--- src/rtl/spi_pkg.sv ---
// -----------------------------------------------------------------------------
// spi_pkg
// Shared definitions for the command-side SPI master and its optional command
// buffer: word widths, opcode encodings and the frame state encoding.
// -----------------------------------------------------------------------------
package spi_pkg;

    localparam int CMD_W  = 10;  // command word: [9:8] opcode, [7:0] address/data
    localparam int DATA_W = 8;   // read-back byte
    localparam int CNT_W  = 4;   // bit/phase counter width

    localparam logic [1:0] CMD_WR_ADDR = 2'b00;
    localparam logic [1:0] CMD_WR_DATA = 2'b01;
    localparam logic [1:0] CMD_RD_ADDR = 2'b10;
    localparam logic [1:0] CMD_RD_DATA = 2'b11;

    typedef enum logic [2:0] {
        ST_IDLE,
        ST_START,  // SS_n low, MOSI 0, lead-in before the first command bit
        ST_SHIFT,  // command bits out on MOSI, MSB first
        ST_TA,     // turnaround before read data comes back
        ST_RECV,   // read byte sampled from MISO, MSB first
        ST_GAP     // SS_n high between frames
    } state_t;

endpackage

--- src/rtl/spi_cmd_buf.sv ---
// -----------------------------------------------------------------------------
// spi_cmd_buf
// One-entry valid/ready holding register for a pending SPI command. Lets the
// host hand over the next command while the current frame is still running.
//
// Ports:
//   clk, rst             system clock, synchronous active-high reset
//   in_data/in_valid     command offered for storage
//   in_ready             entry is empty and can take a command
//   out_data/out_valid   stored command and its valid flag
//   out_ready            consumer takes the stored command this cycle
// -----------------------------------------------------------------------------
module spi_cmd_buf
    import spi_pkg::*;
(
    input  logic             clk,
    input  logic             rst,
    input  logic [CMD_W-1:0] in_data,
    input  logic             in_valid,
    output logic             in_ready,
    output logic [CMD_W-1:0] out_data,
    output logic             out_valid,
    input  logic             out_ready
);

    logic             full;
    logic [CMD_W-1:0] data_q;

    // Push is only possible when empty and pop only when full, so the two
    // never collide in one cycle.
    // NOTE: sequential state uses non-blocking assignments so every register
    // sees the values from before the edge.
    always_ff @(posedge clk) begin
        if (rst) begin
            full <= 1'b0;
        end else if (in_valid && in_ready) begin
            full <= 1'b1;
        end else if (out_ready && full) begin
            full <= 1'b0;
        end
    end

    // NOTE: the payload register has no reset; only the valid flag decides
    // whether its contents mean anything.
    always_ff @(posedge clk) begin
        if (in_valid && in_ready) begin
            data_q <= in_data;
        end
    end

    assign in_ready  = !full;
    assign out_valid = full;
    assign out_data  = data_q;

endmodule

--- src/rtl/spi_master.sv ---
// -----------------------------------------------------------------------------
// spi_master
// Command-side SPI master running on the system clock (one bit per clk, MSB
// first). Accepts 10-bit commands over valid/ready, sends them on MOSI inside
// an SS_n-low frame, and for read-data commands captures a byte from MISO.
//
// Optional feature: define SPI_MASTER_CMD_BUF_EN to compile in a one-entry
// command buffer so the next command can be accepted mid-frame and launched
// straight out of the gap.
//
// Parameters (all assumed >= 1):
//   LEAD_CYCLES  SS_n low with MOSI 0 before the first command bit
//   TA_CYCLES    turnaround between last MOSI bit and first MISO sample
//   GAP_CYCLES   minimum SS_n-high time between frames
// Ports:
//   clk, rst             system clock, synchronous active-high reset
//   cmd/cmd_valid        command from host ([9:8] opcode, [7:0] addr/data)
//   cmd_ready            command accepted when cmd_valid && cmd_ready
//   rd_data/rd_valid     captured read byte and its one-cycle strobe
//   busy                 frame in progress (SS_n low or gap pending)
//   SS_n, MOSI, MISO     serial interface to the slave
// -----------------------------------------------------------------------------
module spi_master
    import spi_pkg::*;
#(
    parameter int LEAD_CYCLES = 1,
    parameter int TA_CYCLES   = 2,
    parameter int GAP_CYCLES  = 1
) (
    input  logic              clk,
    input  logic              rst,
    input  logic [CMD_W-1:0]  cmd,
    input  logic              cmd_valid,
    output logic              cmd_ready,
    output logic [DATA_W-1:0] rd_data,
    output logic              rd_valid,
    output logic              busy,
    output logic              SS_n,
    output logic              MOSI,
    input  logic              MISO
);

    localparam logic [CNT_W-1:0] LEAD_LAST  = CNT_W'(LEAD_CYCLES - 1);
    localparam logic [CNT_W-1:0] SHIFT_LAST = CNT_W'(CMD_W - 1);
    localparam logic [CNT_W-1:0] TA_LAST    = CNT_W'(TA_CYCLES - 1);
    localparam logic [CNT_W-1:0] RECV_LAST  = CNT_W'(DATA_W - 1);
    localparam logic [CNT_W-1:0] GAP_LAST   = CNT_W'(GAP_CYCLES - 1);

    state_t            state, state_next;
    logic [CNT_W-1:0]  cnt;
    logic [CMD_W-1:0]  sh_q;
    logic [DATA_W-2:0] rx_q;       // first seven received bits; the eighth goes straight to rd_data
    logic              is_read_q;  // current frame is a read-data frame

    logic              accept;
    logic              launch;     // a new frame starts on this edge
    logic [CMD_W-1:0]  launch_cmd;

    assign accept = cmd_valid && cmd_ready;

`ifdef SPI_MASTER_CMD_BUF_EN
    logic             launch_pt;
    logic             buf_in_ready;
    logic             buf_valid;
    logic             buf_push;
    logic             buf_pop;
    logic [CMD_W-1:0] buf_data;

    // A frame may start from IDLE or from the last gap cycle. A command
    // accepted exactly at such a point bypasses the buffer so that SS_n still
    // falls on the cycle after acceptance.
    assign launch_pt  = (state == ST_IDLE) || (state == ST_GAP && cnt == GAP_LAST);
    assign cmd_ready  = !rst && buf_in_ready;
    assign launch     = launch_pt && (buf_valid || accept);
    assign launch_cmd = buf_valid ? buf_data : cmd;
    assign buf_pop    = launch_pt && buf_valid;
    assign buf_push   = accept && !(launch_pt && !buf_valid);

    spi_cmd_buf u_cmd_buf (
        .clk       (clk),
        .rst       (rst),
        .in_data   (cmd),
        .in_valid  (buf_push),
        .in_ready  (buf_in_ready),
        .out_data  (buf_data),
        .out_valid (buf_valid),
        .out_ready (buf_pop)
    );
`else
    assign cmd_ready  = !rst && (state == ST_IDLE);
    assign launch     = accept;
    assign launch_cmd = cmd;
`endif

    // NOTE: every signal driven here gets a default first, so no path through
    // the case statement can leave one unassigned and infer a latch.
    always_comb begin
        state_next = state;
        SS_n       = 1'b1;
        MOSI       = 1'b0;
        busy       = (state != ST_IDLE);
        case (state)
            ST_IDLE: begin
                if (launch) state_next = ST_START;
            end
            ST_START: begin
                SS_n = 1'b0;
                if (cnt == LEAD_LAST) state_next = ST_SHIFT;
            end
            ST_SHIFT: begin
                SS_n = 1'b0;
                MOSI = sh_q[CMD_W-1];
                if (cnt == SHIFT_LAST) state_next = is_read_q ? ST_TA : ST_GAP;
            end
            ST_TA: begin
                SS_n = 1'b0;
                if (cnt == TA_LAST) state_next = ST_RECV;
            end
            ST_RECV: begin
                SS_n = 1'b0;
                if (cnt == RECV_LAST) state_next = ST_GAP;
            end
            ST_GAP: begin
                if (cnt == GAP_LAST) state_next = launch ? ST_START : ST_IDLE;
            end
            default: state_next = ST_IDLE;
        endcase
    end

    always_ff @(posedge clk) begin
        if (rst) begin
            state     <= ST_IDLE;
            cnt       <= '0;
            sh_q      <= '0;
            rx_q      <= '0;
            is_read_q <= 1'b0;
            rd_data   <= '0;
            rd_valid  <= 1'b0;
        end else begin
            state    <= state_next;
            // One counter serves every phase; it restarts on each state change.
            cnt      <= (state_next != state) ? '0 : cnt + CNT_W'(1);
            rd_valid <= 1'b0;

            if (launch) begin
                sh_q      <= launch_cmd;
                is_read_q <= (launch_cmd[CMD_W-1 -: 2] == CMD_RD_DATA);
            end else if (state == ST_SHIFT) begin
                sh_q <= {sh_q[CMD_W-2:0], 1'b0};
            end

            if (state == ST_RECV) begin
                rx_q <= {rx_q[DATA_W-3:0], MISO};
                // Last bit: publish the byte so the strobe lands in the first gap cycle.
                if (cnt == RECV_LAST) begin
                    rd_data  <= {rx_q, MISO};
                    rd_valid <= 1'b1;
                end
            end
        end
    end

endmodule

--- config.mk ---
export PLATFORM = sky130hd
export DESIGN_NAME = spi_master
export DESIGN_NICKNAME = d
export VERILOG_FILES = /design/src/rtl/spi_pkg.sv /design/src/rtl/spi_cmd_buf.sv /design/src/rtl/spi_master.sv
export SDC_FILE = /design/constraint.sdc
export NUM_CORES = 1
export LEC_CHECK = 0
export ABC_AREA = 1
export ABC_CLOCK_PERIOD_IN_PS = 4200
export CORE_AREA = 4 4 66 53
export CTS_CLUSTER_SIZE = 25
export DETAILED_ROUTE_END_ITERATION = 7
export DIE_AREA = 0 0 70 57
export MAX_ROUTING_LAYER = met4
export PLACE_DENSITY = 0.79
export SYNTH_ARGS = -nofsm -noshare
export SYNTH_HDL_FRONTEND = slang
export SYNTH_SLANG_ARGS = --single-unit
--- constraint.sdc ---
create_clock -name clk -period 4.2 [get_ports clk]
set_clock_uncertainty 0.2 [all_clocks]
set_input_delay 0.42 -clock clk [delete_from_list [all_inputs] [get_ports clk]]
set_output_delay 0.42 -clock clk [all_outputs]
set_load 0.005 [all_outputs]
==> out/results.ini, run 1 <==
[status]
status = finished, final reports clean

[grt]
grt_pass1_vias = 1090
grt_max_degree = 19
grt_first_pass_wirelength_um = 5120
grt-ovfl-total = 0
grt_usage_pct = 17.0
antenna_found_initial = 0

[worst_setup_path]
cp.required_ps = 3580
crit_path_start_kind = input pin
crit_fanout = 18
crit_top_cell = clkdlybuf4s50_1
crit_type = input pin to primary output
crit_chain = clkdlybuf4s50_1 > inv_2 > nand3_2 > inv_1 > clkdlybuf4s50_1
crit_buf_inv = 4
cpPeakStageDelay_ps = 730
cp.arrival_ps = 2220
critPathSlowestCell = clkdlybuf4s50_1
end_kind = primary output
cpLargestDelayFamily = buffers and inverters
timing.rr.start = state[0]
critPathLaunch = rst
reg2reg_slack_ps = 2420

[sta]
slew_headroom_pct = 57.3
fin_crit_ps = 2840
worstMarginPinSlew_ps = 639
timing.setup.tns_ps = 0
rsz0062_at_grt = false
setup_viol = 0
hold_violations = 0
fmax_mhz = 353
whs_ps = 263
slew_viol_final = 0
period_share_pct = 67.5

[final_layout]
drive_gt1_share_pct = 12.2
fin_nets = 237
multi_input_area_um2 = 684
antenna_cells = 0
fill_cells = 255
seqCellArea_um2 = 681
area_delta_synth_final_pct = 25.0

[clock_network]
cts_root_buffer = clkbuf_8
postCtsHoldBufs = 0
ctsResizeCount = 0
clk_pin_slew_ps = 70
cts_buffers = 5
tritoncts = yes
post_cts.repair.setup_buffers = 0
cts.htree.levels = 2
clk_latency_ps = 290
cts_sinks = 34
clk_path_buf_depth = 2

[synth]
yosysTopAreaCell = dfxtp_1
synthCells = 192
ys_seq_elements = 34
syn_area_um2 = 1490
yosysWarnings = 0
ys_seq_area_share_pct = 45.8
yosys.cell_count.top_type = nand2_1
synth_area_leaders = dfxtp_1 46%, nand2_1 10%, nor2_1 5.3%
synthDistinctLibCells = 29
syn_area_per_cell_um2 = 7.75
synth_commonest_cells = 40 x nand2_1, 34 x dfxtp_1, 21 x nor2_1
synth_fp_nets = 209
synth_edf_count = 0
async_reset_ff_share_pct = 0
synthFlopType = dfxtp_1
synth_top_area_share_pct = 45.8

[pwr]
vdd_drop_max_uv = 334
powerDensity_nw_per_um2 = 371
power.leakage_nw = 0.698
p_total_w = 0.000690

[route]
via_per_inst = 4.97
wl_per_cell_um = 11.7
routed_wl_um = 3030
vias = 1287
drc = 0
ant_nets = 0
drtIter0Drc = 119
drtPass1Iterations = 4

[floorplanning]
die_y_um = 57
fp-row-count = 17
ios = 27
dieArea_um2 = 3990
initial_core_util_pct = 52.2
core_um2 = 2850
chipWidth_um = 70

[placement]
gp_congestion = 0.799
port_buffers = 26
dp.final_hpwl_um = 2210

[worst_hold_path]
hold_path_startpoint = sh_q[0]
hold_class = flip-flop to flip-flop

[flow_run]
cap_violations = 0

report_power, final:
part | internal, W | total [W] | leakage (nW) | switching [W]
combinational | 0.0000418 | 0.0000929 | 0.376 | 0.0000512
sequential | 0.000335 | 0.000347 | 0.276 | 0.0000114
clock | 0.000132 | 0.000250 | 0.0472 | 0.000119
total | 0.000509 | 0.000690 | 0.698 | 0.000181
state kept, by name (all words and copies together) (netlist names):
register	flops
is_read_q	1
state	3
rx_q	7
sh_q	10
rd_data	8
cnt	4
rd_valid	1
worst paths after layout:
kind                    end  depth (start not counted)
hold reg to reg     sh_q[0]                          2
setup reg to reg    sh_q[6]                          8
hold / removal      sh_q[0]                          2
setup / recovery  cmd_ready                          5
per-layer routing:
| metal | GRT usage (%) | up-vias | share of wire, % |
|---|---|---|---|
| li1 | - | 676 | - |
| met1 | 22.6 | 575 | 49 |
| met2 | 22.6 | 27 | 45 |
| met3 | 5.99 | 9 | 4.3 |
| met4 | 8.47 | 0 | 2.0 |
| met5 | - | - | 0 |
cells in the final DEF, fill, tap and decap left out, drive strengths merged:
cell and n:
clkinv 2, ha 3, nand2 43, xnor2 1, nor2 26, nand3 12
nand4 2, nor2b 1, xor2 1, a31oi 9, dfxtp 34, a211oi 2
o21ai 15, clkbuf 6, clkinvlp 1, clkdlybuf4s50 26, nor3 3, a21oi 11
inv 23
worst reg2reg max path, cell delays in order, from the launching register on:
cell	delay [ps]
dfxtp_1	400
nor2_1	190
nand3_2	130
nor2_4	290
inv_2	90
nand2_1	80
inv_2	90
nand2_1	80
a31oi_1	90
layout make-up:
class	instances	share of cell area, %
repair buffers	26	14.0
flip-flops and latches	34	36.6
well taps	38	2.56
clock inverters	2	0.673
inverters	24	4.91
clock buffers	6	4.44
multi-input cells	129	36.8
per-stage QoR:
step / cells / worst slack, ps / cell area [um^2] / utilization, %
4_1_cts: 259 / 1330 / 1860 / 65.2
6_report: 259 / 1360 / 1860 / 65.2
3_5_place_dp: 251 / 1350 / 1760 / 61.9
3_3_place_gp: 251 / 1350 / 1760 / 61.9
2_1_floorplan: 192 / 2630 / 1490 / -
5_1_grt: 259 / 1230 / 1860 / 65.2
cell families after synthesis:
family	count (synthesis)	share of synthesized area [%]
flip-flops	34	45.8
XOR/XNOR	2	1.18
adder cells (fa/ha/maj)	3	2.52
AND/OR/NAND/NOR	87	28.8
AO/OA/AOI/OAI	37	13.5
buffers and inverters	29	8.24
Power figures use the tool's default switching activity.
==> run 2, diff against run 1 <==
--- a/config.mk
+++ b/config.mk
@@ -6,13 +6,13 @@
 export NUM_CORES = 1
 export LEC_CHECK = 0
 export ABC_AREA = 1
-export ABC_CLOCK_PERIOD_IN_PS = 4200
-export CORE_AREA = 4 4 66 53
+export ABC_CLOCK_PERIOD_IN_PS = 2600
+export CORE_AREA = 4 4 71 57
 export CTS_CLUSTER_SIZE = 25
 export DETAILED_ROUTE_END_ITERATION = 7
-export DIE_AREA = 0 0 70 57
+export DIE_AREA = 0 0 75 61
 export MAX_ROUTING_LAYER = met4
-export PLACE_DENSITY = 0.79
+export PLACE_DENSITY = 0.72
 export SYNTH_ARGS = -nofsm -noshare
 export SYNTH_HDL_FRONTEND = slang
 export SYNTH_SLANG_ARGS = --single-unit
==> constraint.sdc (replaced) <==
create_clock -name clk -period 2.6 [get_ports clk]
set_clock_uncertainty 0.2 [all_clocks]
set_input_delay 0.26 -clock clk [delete_from_list [all_inputs] [get_ports clk]]
set_output_delay 0.26 -clock clk [all_outputs]
set_load 0.005 [all_outputs]
==> run 2 against run 1 <==
  * Routed wire length decreased by 3.8%
  * Power increased by 89%
  * Clock power increased by 140%
  * Critical path depth increased by 2
  * Sequential share of layout area decreased by 1.1 points
  * Die area increased by 15%
  * Critical endpoint is now SS_n
==> out/results.ini, run 2 (synthesized netlist as in run 1, its figures left out) <==
[grt]
use_met3_pct = 4.47  ; -1.5 points
busiest_layer = met1
antenna_found_initial = 0  ; unchanged
use_met1_pct = 20.2  ; -2.4 points
grt_first_pass_wirelength_um = 4890  ; -4.4%
grt_use_met2_pct = 19.6  ; -3.0 points
grt-ovfl-total = 0  ; unchanged
grt_usage_pct = 15.0  ; -2.0 points
grt_max_degree = 18  ; -1
grt_pass1_vias = 1094  ; +0.37%

[final_layout]
seqCellArea_um2 = 681  ; unchanged
area_delta_synth_final_pct = 28.8
largest_register_ffs = 10  ; unchanged
fill_cells = 296  ; +16%
largest-register = sh_q
multi_input_area_um2 = 684  ; unchanged
antenna_cells = 0  ; unchanged
reg_top3 = sh_q: 10 flops, rd_data: 8 flops, rx_q: 7 flops
drive_gt1_share_pct = 12.6  ; +0.40 points
fin_nets = 238  ; +0.42%
final_common_cell = nand2_1
mostFrequentLayoutCells = 40 x nand2_1, 34 x dfxtp_1, 26 x clkdlybuf4s50_1
postLayoutCellArea_um2 = 1920  ; +3.1%
fin_cells = 262  ; +1.2%

[worst_setup_path]
cpPeakStageDelay_ps = 490  ; -240 ps
cpLargestDelayFamily = buffers and inverters
cp.arrival_ps = 1830  ; -390 ps
crit_path_start_kind = flip-flop
crit_type = flip-flop to primary output
cp.required_ps = 2140  ; -1440 ps
crit_buf_inv = 4  ; unchanged
crit_chain = inv_2 > nand2_2 > nor2_4 > inv_1 > nand3_1 > inv_1 > clkdlybuf4s50_1
end_kind = primary output
r2r_cells = 7  ; -1
critPathLaunch = state[1]
endpoint = SS_n
crit_top_cell = inv_1
crit_fanout = 9  ; -9
cp_num_cells = 7  ; +2
reg2reg_slack_ps = 820  ; -1600 ps
timing.rr.start = state[0]
critPathSlowestCell = clkdlybuf4s50_1
regToRegEndpoint = cnt[0]

[floorplanning]
die_y_um = 61  ; +7.0%
fp-row-count = 18  ; +1
core_um2 = 3270  ; +15%
dieArea_um2 = 4580  ; +15%
chipWidth_um = 75  ; +7.1%
ios = 27  ; unchanged
initial_core_util_pct = 45.6  ; -6.6 points

[placement]
dpl_worst_slack_ps = 531  ; -818 ps
postPlaceCellArea_um2 = 1770  ; +0.57%
dp_cells = 254  ; +1.2%
gp_congestion = 0.874  ; +9.4%
dp.final_hpwl_um = 2130  ; -3.6%
port_buffers = 26  ; unchanged

[clock_network]
postCtsHoldBufs = 0  ; unchanged
ctsResizeCount = 0  ; unchanged
clk_path_buf_depth = 2  ; unchanged
post_cts.repair.setup_buffers = 0  ; unchanged
cts_root_buffer = clkbuf_8
cts_sinks = 34  ; unchanged
clk_pin_slew_ps = 70  ; about the same
tritoncts = yes
clk_latency_ps = 290  ; about the same
cts_buffers = 5  ; unchanged
cts.htree.levels = 2  ; unchanged

[route]
drtIter0Drc = 95  ; -20%
drc = 0  ; unchanged
drtPass1Iterations = 4  ; unchanged
routed_wl_um = 2910  ; -3.8%
via_per_inst = 4.90  ; -1.5%
wl_per_cell_um = 11.1  ; -4.9%
vias = 1283  ; -0.31%
ant_nets = 0  ; unchanged

[sta]
fin_ws_ps = 311  ; -1050 ps
hold_violations = 0  ; unchanged
slew_viol_final = 0  ; unchanged
period_share_pct = 88.0
setup_viol = 0  ; unchanged
fin_crit_ps = 2290
timing.setup.tns_ps = 0  ; unchanged
rsz0062_at_grt = false
worstMarginPinSlew_ps = 331  ; -308 ps
slew_headroom_pct = 77.9  ; +21 points
fmax_mhz = 437

[pwr]
p_total_w = 0.00131  ; +89%
power.leakage_nw = 0.727  ; +4.2%
powerDensity_nw_per_um2 = 682  ; +84%
vdd_drop_max_uv = 471  ; +41%

[flow_run]
cap_violations = 0  ; unchanged

[status]
status = finished, final reports clean

[worst_hold_path]
hold_class = flip-flop to flip-flop

run 2: cell count changes in the layout (fill, tap and decap cells not counted), sizes merged:
cell      previous run  this run
bufinv               0         2
buf                  0         1
clkinv               2         1
clkinvlp             1         0
run 2: cell type report:
class | count | area share (%)
multi-input cells | 129 | 35.7
flip-flops and latches | 34 | 35.5
repair buffers | 27 | 14.0
inverters | 24 | 4.77
clock buffers | 6 | 4.31
clock inverters | 2 | 3.13
well taps | 40 | 2.61
run 2: power breakdown:
group | leakage (nW) | switching [W] | total [W] | internal (W)
Clock | 0.0714 | 0.000188 | 0.000597 | 0.000409
Combinational | 0.380 | 0.0000813 | 0.000150 | 0.0000683
Sequential | 0.276 | 0.0000188 | 0.000560 | 0.000542
Total | 0.727 | 0.000288 | 0.00131 | 0.00102
run 2: worst min-delay path: stages (launching register included):
cell     delay (ps)
dfxtp_1         310
nand2_1          60
a21oi_1          50
run 2: per-layer routing:
layer / part of all wire [%] / wire [um]
met5: 0 / 0
met4: 2.2 / 65
met3: 4.8 / 139
met2: 41 / 1190
met1: 52 / 1510
run 2: worst min path at each step:
| stage | from | cells after the start | endpoint | slack [ps] |
|---|---|---|---|---|
| global route | sh_q[0] | 2 | sh_q[0] | 290 |
| floorplan | cmd[0] | 2 | sh_q[0] | 210 |
| CTS | sh_q[0] | 2 | sh_q[0] | 270 |
| detailed placement | sh_q[7] | 2 | sh_q[7] | 260 |
| global placement | sh_q[7] | 2 | sh_q[7] | 250 |
| finish | sh_q[0] | 2 | sh_q[0] | 270 |
run 2: through the flow:
step	hold slack, ps	util [%]
2_1_floorplan	207	-
3_3_place_gp	254	54.3
3_5_place_dp	265	54.3
4_1_cts	273	58.7
5_1_grt	293	58.7
6_report	268	58.7
